--- src/rtl/if_id_stage.sv ---
// if_id_stage: IF/ID pipeline register with load-use stall and taken-branch flush control
module if_id_stage #(
    parameter logic [31:0] NOP_INSTR   = 32'h00000013,
    parameter int          FLUSH_DEPTH = 1,
    parameter int          CNT_W       = 16
) (
    input  logic             clk,
    input  logic             reset,
    input  logic [63:0]      PC_In,
    input  logic [31:0]      Instr_In,
    input  logic             IDEX_MemRead,
    input  logic [4:0]       IDEX_Rd,
    input  logic             BranchTaken,
    output logic [63:0]      PC_Out,
    output logic [31:0]      Instr_Out,
    output logic [4:0]       Rs1,
    output logic [4:0]       Rs2,
    output logic [4:0]       Rd,
    output logic [2:0]       funct3,
    output logic [3:0]       Funct,
    output logic             Valid,
    output logic             PCWrite,
    output logic             Bubble,
    output logic [CNT_W-1:0] StallCount,
    output logic [CNT_W-1:0] FlushCount
);
    typedef enum logic {RUN, FLUSH} state_t;

    state_t     state;
    logic [1:0] fc;
    logic       uses_rs2;
    logic       hz;
    logic       stall;

    assign Rs1    = Instr_Out[19:15];
    assign Rs2    = Instr_Out[24:20];
    assign Rd     = Instr_Out[11:7];
    assign funct3 = Instr_Out[14:12];
    assign Funct  = {Instr_Out[30], Instr_Out[14:12]};

    // Load-use detection against the ID/EX load; flush beats stall, FLUSH state ignores hazards
    always_comb begin
        uses_rs2 = (Instr_Out[6:0] == 7'b0110011) || (Instr_Out[6:0] == 7'b0100011) || (Instr_Out[6:0] == 7'b1100011);
        hz       = Valid & IDEX_MemRead & (IDEX_Rd != 5'd0) & ((IDEX_Rd == Rs1) | (uses_rs2 & (IDEX_Rd == Rs2)));
        stall    = (state == RUN) & hz & ~BranchTaken;
        PCWrite  = ~stall;
        Bubble   = stall | BranchTaken | (state == FLUSH);
    end

    // Pipeline register, flush sequencer and saturating debug counters
    always_ff @(posedge clk or posedge reset) begin
        if (reset) begin
            PC_Out     <= '0;
            Instr_Out  <= NOP_INSTR;
            Valid      <= 1'b0;
            state      <= RUN;
            fc         <= '0;
            StallCount <= '0;
            FlushCount <= '0;
        end else if (BranchTaken) begin
            PC_Out     <= PC_In;
            Instr_Out  <= NOP_INSTR;
            Valid      <= 1'b0;
            FlushCount <= (&FlushCount) ? FlushCount : FlushCount + CNT_W'(1);
            state      <= (FLUSH_DEPTH > 1) ? FLUSH : RUN;
            fc         <= 2'(FLUSH_DEPTH - 1);
        end else if (state == FLUSH) begin
            PC_Out     <= PC_In;
            Instr_Out  <= NOP_INSTR;
            Valid      <= 1'b0;
            fc         <= fc - 2'd1;
            state      <= (fc == 2'd1) ? RUN : FLUSH;
        end else if (hz) begin
            StallCount <= (&StallCount) ? StallCount : StallCount + CNT_W'(1);
        end else begin
            PC_Out     <= PC_In;
            Instr_Out  <= Instr_In;
            Valid      <= 1'b1;
        end
    end
endmodule

--- config.mk ---
export PLATFORM = sky130hd
export DESIGN_NAME = if_id_stage
export DESIGN_NICKNAME = d
export VERILOG_FILES = /design/src/rtl/if_id_stage.sv
export SDC_FILE = /design/constraint.sdc
export NUM_CORES = 1
export LEC_CHECK = 0
export ABC_AREA = 1
export CAP_MARGIN = 20
export CORE_AREA = 3 3 129 131
export CTS_BUF_LIST = sky130_fd_sc_hd__clkbuf_16
export DETAILED_ROUTE_END_ITERATION = 10
export DIE_AREA = 0 0 132 134
export MAX_ROUTING_LAYER = met4
export PLACE_DENSITY = 0.78
export SYNTH_ARGS = -nofsm -noshare
export SYNTH_HDL_FRONTEND = slang
export SYNTH_SLANG_ARGS = --single-unit
--- constraint.sdc ---
create_clock -name clk -period 4.3 [get_ports clk]
set_input_delay 0.86 -clock clk [delete_from_list [all_inputs] [get_ports clk]]
set_output_delay 0.86 -clock clk [all_outputs]
set_load 0.05 [all_outputs]
== Word level (Yosys, flattened, before mapping) ==
Cells that the tools add are included.
Cells by class
  bitwise operators: 14
  add/sub/neg operators: 3
  reductions and logical operators: 8
  multiplexer cells: 14
  equality and inequality tests: 7
Operator list (count)
  $mux W64: 3
  $mux W32: 3
  $add A16 B1 Y16 const B: 2
  $reduce_and A16 Y1: 2
  $eq A7 B6 Y1 const B: 2
  $eq A5 B5 Y1: 2
  $eq A7 B7 Y1 const B: 1
  $and A1 B1 Y1: 6
  $mux W1: 6
  $not A1 Y1: 5
  $reduce_bool A5 Y1: 1
  $mux W2: 2
  $reduce_and A4 Y1: 1
  $ne A3 B3 Y1 const B: 1
  $or A1 B1 Y1: 3
  $eq A2 B1 Y1 const B: 1
  $logic_or A1 B1 Y1: 2
  $reduce_and A2 Y1: 1
  $reduce_bool A2 Y1: 1
  $sub A2 B1 Y2 const B: 1
Storage, ports and cells
  logic and storage cells: 53
  register bits after elaboration: 132
  input port bits: 105

== Logic depth before layout (Yosys ltp) ==
Gate-level depths: netlist of the first run.
  word-level depth: 10
  mapped depth: 14
  depth with buffers taken out: 12

== Worst setup path before layout of the first run ==
OpenSTA, ideal clock, no wires.
  path type: in2out
  start: in IDEX_Rd[1]
  end: out PCWrite
  arrival: 2.073 ns
  stages on the path: 10
  data required time: 3.440 ns
  buffers on the path: 1
  path slack: 1.367 ns
  cell sequence: inv_1 -> nand2_1 -> nand2_1 -> inv_1 -> nand2_1 -> nor2_1 -> nand2_1 -> nand2_1 -> nand3_2 -> clkbuf_1
Between the ends
  longest elaborated chain between the ends: 7
  elaborated cells between the ends (all ways): 10
  those cells by class: eq/ne: 2; bitwise: 7; reduce/logical: 1
RTL lines
  from (decl): RTL line 12  | input logic [4:0] IDEX_Rd,
  $eq A5 B5 Y1: RTL line 44  | hz = Valid & IDEX_MemRead & (IDEX_Rd != 5'd0) & ((IDEX_Rd == Rs1) | (uses_rs2 & (IDEX_Rd == Rs2)));
  $and A1 B1 Y1: RTL line 44
  $or A1 B1 Y1: RTL line 44
  $and A1 B1 Y1 *: RTL line 44
  $and A1 B1 Y1 * (2 in series): RTL line 45  | stall = (state == RUN) & hz & ~BranchTaken;
  $not A1 Y1 *: RTL line 46  | PCWrite = ~stall;
  to (decl): RTL line 22  | output logic PCWrite,
Every way passes the cells marked *; elsewhere a longest branch is shown, timed or not.

== Final worst setup path of the first run ==
  start: in IDEX_Rd[4]
  end: out PCWrite
Same word-level chain as after synthesis.

==> metrics.txt, run 1 <==
total gr overflow 0; DR iter-0 viols 332; status complete, no violations; Final ANT Viol Nets 0; setup violators final 0; CP startpoint kind input pin; slowest stage delay, CP 540 ps; root buffer cell clkbuf_16; initial core utilization 38.71%; count of cell types in the netlist 24; kind of cell adding the most delay to the critical path simple AND/OR/NAND/NOR gates; initial antenna violation count 0; IR drop worst, VDD 247.1 uV; critical-path cell list clkdlybuf4s50_1 > nand2_1 > nand2_1 > nand2_1 > nor2_1 > nand2_1 > nand2_1 > nand3_2 > buf_4; largest net degree at the start of global routing 133; first-pass GRT wire length 29,170 um; mapped cell area 0.006082 mm2; DRT Pass-1 Iters 5; Synth top area share 53.08%; Pint 2489 uW; Skew-Pair Late Insertion Delay 410 ps; postcts setup bufs 0; worst hold margin 467.8 ps; H-tree depth 4; max capacitance violation total 0; Pwr Density 395.3 mW/mm2; Slew @ Worst Pin 743.4 ps; diode count 0; slowest CP cell clkdlybuf4s50_1; Vias 5,560; Final Hold Viols 0; Min Clock Period, post-route 3531 ps; HPWL after detailed placement 12,860 um; post-synthesis sequential area ratio 54.37%; skew final 8.827 ps; drt via density 4.603; f_max 283.2 MHz; FILL cells 1,394; number of flops mapped to enable cells by yosys 0; Synth-to-Final Area Change 52.27%; Slew Limit Fails 0; Pleak 0.004352 uW; Syn. warnings 0; Die Width 132 um; synth top area cells dfrtp_1 (53%), nand2_1 (21%), buf_4 (3.8%); CTS tree built; multi-input logic area 0.002298 mm2; die area 0.01769 mm2; post-cts resize count 0; crit end category output port; layout cell share with drive strength beyond 1 4.738%; post-synth net total 854; CTS Sinks 132; CORE AREA 0.01571 mm2; most frequent cell after synthesis nand2_1; net switching power 1172 uW; io pins 258; CTS buffer count 17; Setup TNS 0 ps; Buf/Inv on CP 2; CP max FO 17; Synth top cells by count nand2_1 (347), dfrtp_1 (129), nand3_1 (46); Synth Instances 746; Mapped Avg Cell Area 8.153 um2; largest area contributor in the netlist dfrtp_1; Clock transition at path regs 50 ps; register area 0.003307 mm2; # hold bufs at CTS 0; switch share 32.02%; GP Congestion 0.8576; nets 1,087; DRT Wirelength 18,180 um; Max-Slew Margin vs Limit 50.44%; All-Layer GR Usage 21.12%; Top cell by count, worst path nand2_1; flop and latch count out of synthesis 132; RSZ-0062 raised after global routing no; num rows 46; ys async rst share 100.0%; Routed WL per cell 15.05 um; Max clock buf depth 2; critical path class input pin to output port; power share of the clock group 37.1%; vias in the first global route 5,511; R2R setup slack 1590 ps; WP data arrival 2670 ps; Comb pwr share 24.1%; Synth Flop Type dfrtp_1; final period utilization 82.12%; port buffer count 257; Post-Place Setup Slack 781.2 ps; sequential share of power 38.8%; worst endpoint required time 3440 ps; # DRC 0; chip height 134 um; PnR worst setup slack 768.7 ps; worst min path class flip-flop to flip-flop
-- final cells by class --
cell class | count | area share, %
clock buffers | 17 | 4.593
inverters | 44 | 1.824
repair buffers | 265 | 28.78
flip-flops and latches | 132 | 35.71
clock inverters | 15 | 1.364
well taps | 216 | 2.918
multi-input cells | 519 | 24.82
-- cell usage in the layout, fill, tap and decap left out, types with 10 or more instances in the layout --
cell type,netlist,routed
inv_1,42,45
clkbuf_16,0,17
xor2_1,19,19
dfrtp_1,129,129
clkdlybuf4s50_1,0,255
nand3_1,46,46
nand4_1,22,22
nor2_1,40,39
nor3_1,10,10
o21ai_0,15,15
nand2_1,347,347
-- metal layers --
layer | vias to the layer above | track usage, % | part of all wire (%)
li1 | 2767 | - | -
met3 | 19 | 4.239 | 5.1
met1 | 2598 | 28.05 | 46
met2 | 176 | 33.47 | 48
met4 | 0 | 5.484 | 1.1
met5 | - | - | 0
-- flip-flops by register name, summed over array words and instances (netlist names) --
name,count
PC_Out,64
Instr_Out,32
FlushCount,16
StallCount,16
fc,2
Valid,1
state,1
-- worst paths after layout --
| path | start | endpoint | cells past startpoint |
|---|---|---|---|
| setup / recovery | IDEX_Rd[4] | PCWrite | 9 |
| hold / removal | PC_Out[17]$_DFFE_PP0P_ | PC_Out[17]$_DFFE_PP0P_ | 2 |
| setup reg to reg | Instr_Out[2]$_DFFE_PP0P_ | PC_Out[14]$_DFFE_PP0P_ | 10 |
| hold reg to reg | PC_Out[17]$_DFFE_PP0P_ | PC_Out[17]$_DFFE_PP0P_ | 2 |
| max in group asynchronous | reset | Instr_Out[16]$_DFFE_PP0P_ | 3 |
| min in group asynchronous | reset | PC_Out[16]$_DFFE_PP0P_ | 3 |
-- cells by family (layout without fill, tap and decap cells) --
kind of cell | after synthesis | in the layout | synth area share [%]
flops | 132 | 132 | 54.37
fa+ha+maj | 3 | 3 | 0.6172
buf+inv | 95 | 341 | 7.961
compound gates | 16 | 16 | 1.316
xor+xnor | 27 | 27 | 3.888
simple gates | 473 | 473 | 31.85
-- stage by stage --
stage	util (%)	cells	total power, uW	cell area, um2
after floorplan	-	746	1971	6086
after global placement	55.43	1176	2316	8710
after detailed placement	55.43	1176	2328	8710
after CTS	58.94	1208	3701	9261
after global routing	58.94	1208	3807	9261
final	58.94	1208	3661	9261
-- worst reg2reg max path, cell delays in order, from the launching register on --
cell and delay [ps]:
dfrtp_1 390, nor3_1 380, nand2_1 90, nor2_1 100, nand2_1 80, nand2_1 160
nand3_2 370, inv_2 610, buf_12 300, nand2_1 90, nand2_1 70
-- power by group through the flow --
stage / clock [uW] / combinational (uW) / sequential, uW
2_1_floorplan: 0 / 233 / 1740
3_3_place_gp: 0 / 880 / 1440
3_5_place_dp: 0 / 890 / 1440
4_1_cts: 1390 / 891 / 1420
5_1_grt: 1440 / 935 / 1430
6_report: 1360 / 883 / 1420
Power figures use the tool's default switching activity.
==> run 2: changes to the inputs <==
- CORE_AREA: 3 3 129 131 -> 3 3 123 125
- DIE_AREA: 0 0 132 134 -> 0 0 126 128
- PLACE_DENSITY: 0.78 -> 0.81
- clock period: 4.3 -> 3.3 ns (I/O delays scaled with it)
==> metrics.txt, run 2 (synthesized netlist as in run 1, its figures left out) <==
PnR worst setup slack 346.3 ps (-422.5 ps); DRT Pass-1 Iters 5 (unchanged); RSZ-0062 raised after global routing no; Die Width 126 um (-4.5%); Final Hold Viols 0 (unchanged); CTS Sinks 132 (unchanged); R2R setup slack 1090 ps (-500 ps); num rows 43 (-6.5%); crit end category output port; Slew @ Worst Pin 683.7 ps (-59.69 ps); Max-Slew Margin vs Limit 54.33% (+3.9 points); setup violators final 0 (unchanged); initial core utilization 43.48% (+4.8 points); skew final 12.07 ps (+3.247 ps); WP data arrival 2290 ps (-380 ps); R2R depth 10 (unchanged); first-pass GRT wire length 28,940 um (-0.81%); multi-input logic area 0.002306 mm2 (+0.33%); chip height 128 um (-4.5%); IR drop worst, VDD 322.0 uV (+30%); port buffer count 257 (unchanged); Hold Crit Endpoint Instr_Out[31]$_DFFE_PP0P_; diode count 0 (unchanged); switch share 32.30% (+0.28 points); hold_sp Instr_Out[31]$_DFFE_PP0P_; Pleak 0.004364 uW (+0.27%); f_max 338.6 MHz; Routed WL per cell 15.64 um (+4.0%); io pins 258 (unchanged); total gr overflow 0 (unchanged); power share of the clock group 37.5% (+0.4 points); CORE AREA 0.01399 mm2 (-11%); largest net degree at the start of global routing 85 (-36%); slowest stage delay, CP 540 ps (about the same); critical-path cell list clkdlybuf4s50_1 > inv_1 > nand2_1 > nand2_1 > nor2_1 > nand3_1 > nand2_1 > nand2_1 > nand2_1 > buf_12; Slew Limit Fails 0 (unchanged); root buffer cell clkbuf_16; # DRC 0 (unchanged); Post-Place Setup Slack 364.3 ps (-416.9 ps); postcts setup bufs 0 (unchanged); Pwr Density 520.0 mW/mm2 (+32%); CP startpoint kind input pin; Pint 3259 uW (+31%); critical path class input pin to output port; most frequent cells in the layout nand2_1 (347), clkdlybuf4s50_1 (255), dfrtp_1 (129); Max clock buf depth 2 (unchanged); Comb pwr share 24.1% (about the same); nets 1,088 (+0.092%); status complete, no violations; register area 0.003307 mm2 (unchanged); largest registers PC_Out x64, Instr_Out x32; Clock transition at path regs 50 ps (about the same); RR Endpoint PC_Out[17]$_DFFE_PP0P_; All-Layer GR Usage 23.26% (+2.1 points); max capacitance violation total 0 (unchanged); CTS buffer count 17 (unchanged); CP max FO 4 (-13); Skew-Pair Late Insertion Delay 420 ps (about the same); hold depth 2 (unchanged); Critical R2R Launch Instr_Out[2]$_DFFE_PP0P_; kind of cell adding the most delay to the critical path simple AND/OR/NAND/NOR gates; H-tree depth 4 (unchanged); post-cts resize count 0 (unchanged); Largest register FFs 64 (unchanged); Setup TNS 0 ps (unchanged); Final ANT Viol Nets 0 (unchanged); GP Congestion 0.8518 (-0.68%); Vias 5,668 (+1.9%); DR iter-0 viols 300 (-9.6%); Buf/Inv on CP 3 (+1); Top cell by count, worst path nand2_1; net switching power 1555 uW (+33%); final period utilization 89.51%; layout cell share with drive strength beyond 1 5.237% (+0.50 points); die area 0.01613 mm2 (-8.8%); CTS tree built; vias in the first global route 5,633 (+2.2%); drt via density 4.832 (+5.0%); DRT Wirelength 18,350 um (+0.94%); commonest non-fill, non-tap cell in the layout nand2_1; worst endpoint required time 2640 ps (-800 ps); initial antenna violation count 0 (unchanged); FILL cells 1,168 (-16%); Top reg by flops PC_Out; HPWL after detailed placement 13,160 um (+2.3%); Min Clock Period, post-route 2954 ps; slowest CP cell clkdlybuf4s50_1; sequential share of power 38.4% (-0.4 points); worst min path class flip-flop to flip-flop; Synth-to-Final Area Change 52.23% (about the same); # hold bufs at CTS 0 (unchanged)
[run 2: changes by cell type in the layout (fill, tap and decap cells not counted), sizes merged]
cell | before | now
buf | 10 | 11
clkinv | 5 | 11
clkinvlp | 5 | 3
inv | 47 | 43
[run 2: worst min-delay path, cell delays in order (launching register included)]
cell and delay, ps:
dfrtp_1 340, nand2_1 50, nand2_1 50
[run 2: worst max path at each step]
stage / start / depth (start not counted) / slack, ps / to
after floorplan: IDEX_Rd[1] / 10 / 770 / PCWrite
after global placement: IDEX_Rd[4] / 9 / 410 / PCWrite
after detailed placement: IDEX_Rd[3] / 10 / 360 / Bubble
after CTS: IDEX_Rd[3] / 10 / 360 / Bubble
after global routing: IDEX_Rd[3] / 10 / 180 / Bubble
final: IDEX_Rd[3] / 10 / 350 / Bubble
[run 2: area by class of cell]
type                    instances  share of cell area [%]
well taps                     180                   2.432
flip-flops and latches        132                   35.72
clock inverters                15                   1.527
repair buffers                266                   29.00
inverters                      44                   1.824
clock buffers                  17                   4.595
multi-input cells             519                   24.91
[run 2: per-stage QoR]
step	instance area, um2	std cells	utilization (%)	power [uW]	hold WS (ps)
finish	9259	1173	66.19	4814	466.6
global route	9259	1173	66.19	5010	488.1
CTS	9259	1173	66.19	4854	471.8
detailed placement	8692	1141	62.14	3039	457.0
global placement	8692	1141	62.14	3019	452.2
floorplan	6086	746	-	2568	507.5
[run 2: routing by layer]
metal  GRT usage, %  part of all wire [%]
met1          29.66                    44
met4          7.823                   1.7
met5              -                     0
met2          36.90                    49
met3          5.417                   5.0
[run 2: power by group through the flow]
stage | Sequential [uW] | Clock, uW | Combinational, uW
final | 1850 | 1810 | 1160
after global routing | 1870 | 1920 | 1220
after CTS | 1850 | 1840 | 1170
after detailed placement | 1870 | 0 | 1170
after global placement | 1870 | 0 | 1150
after floorplan | 2270 | 0 | 303
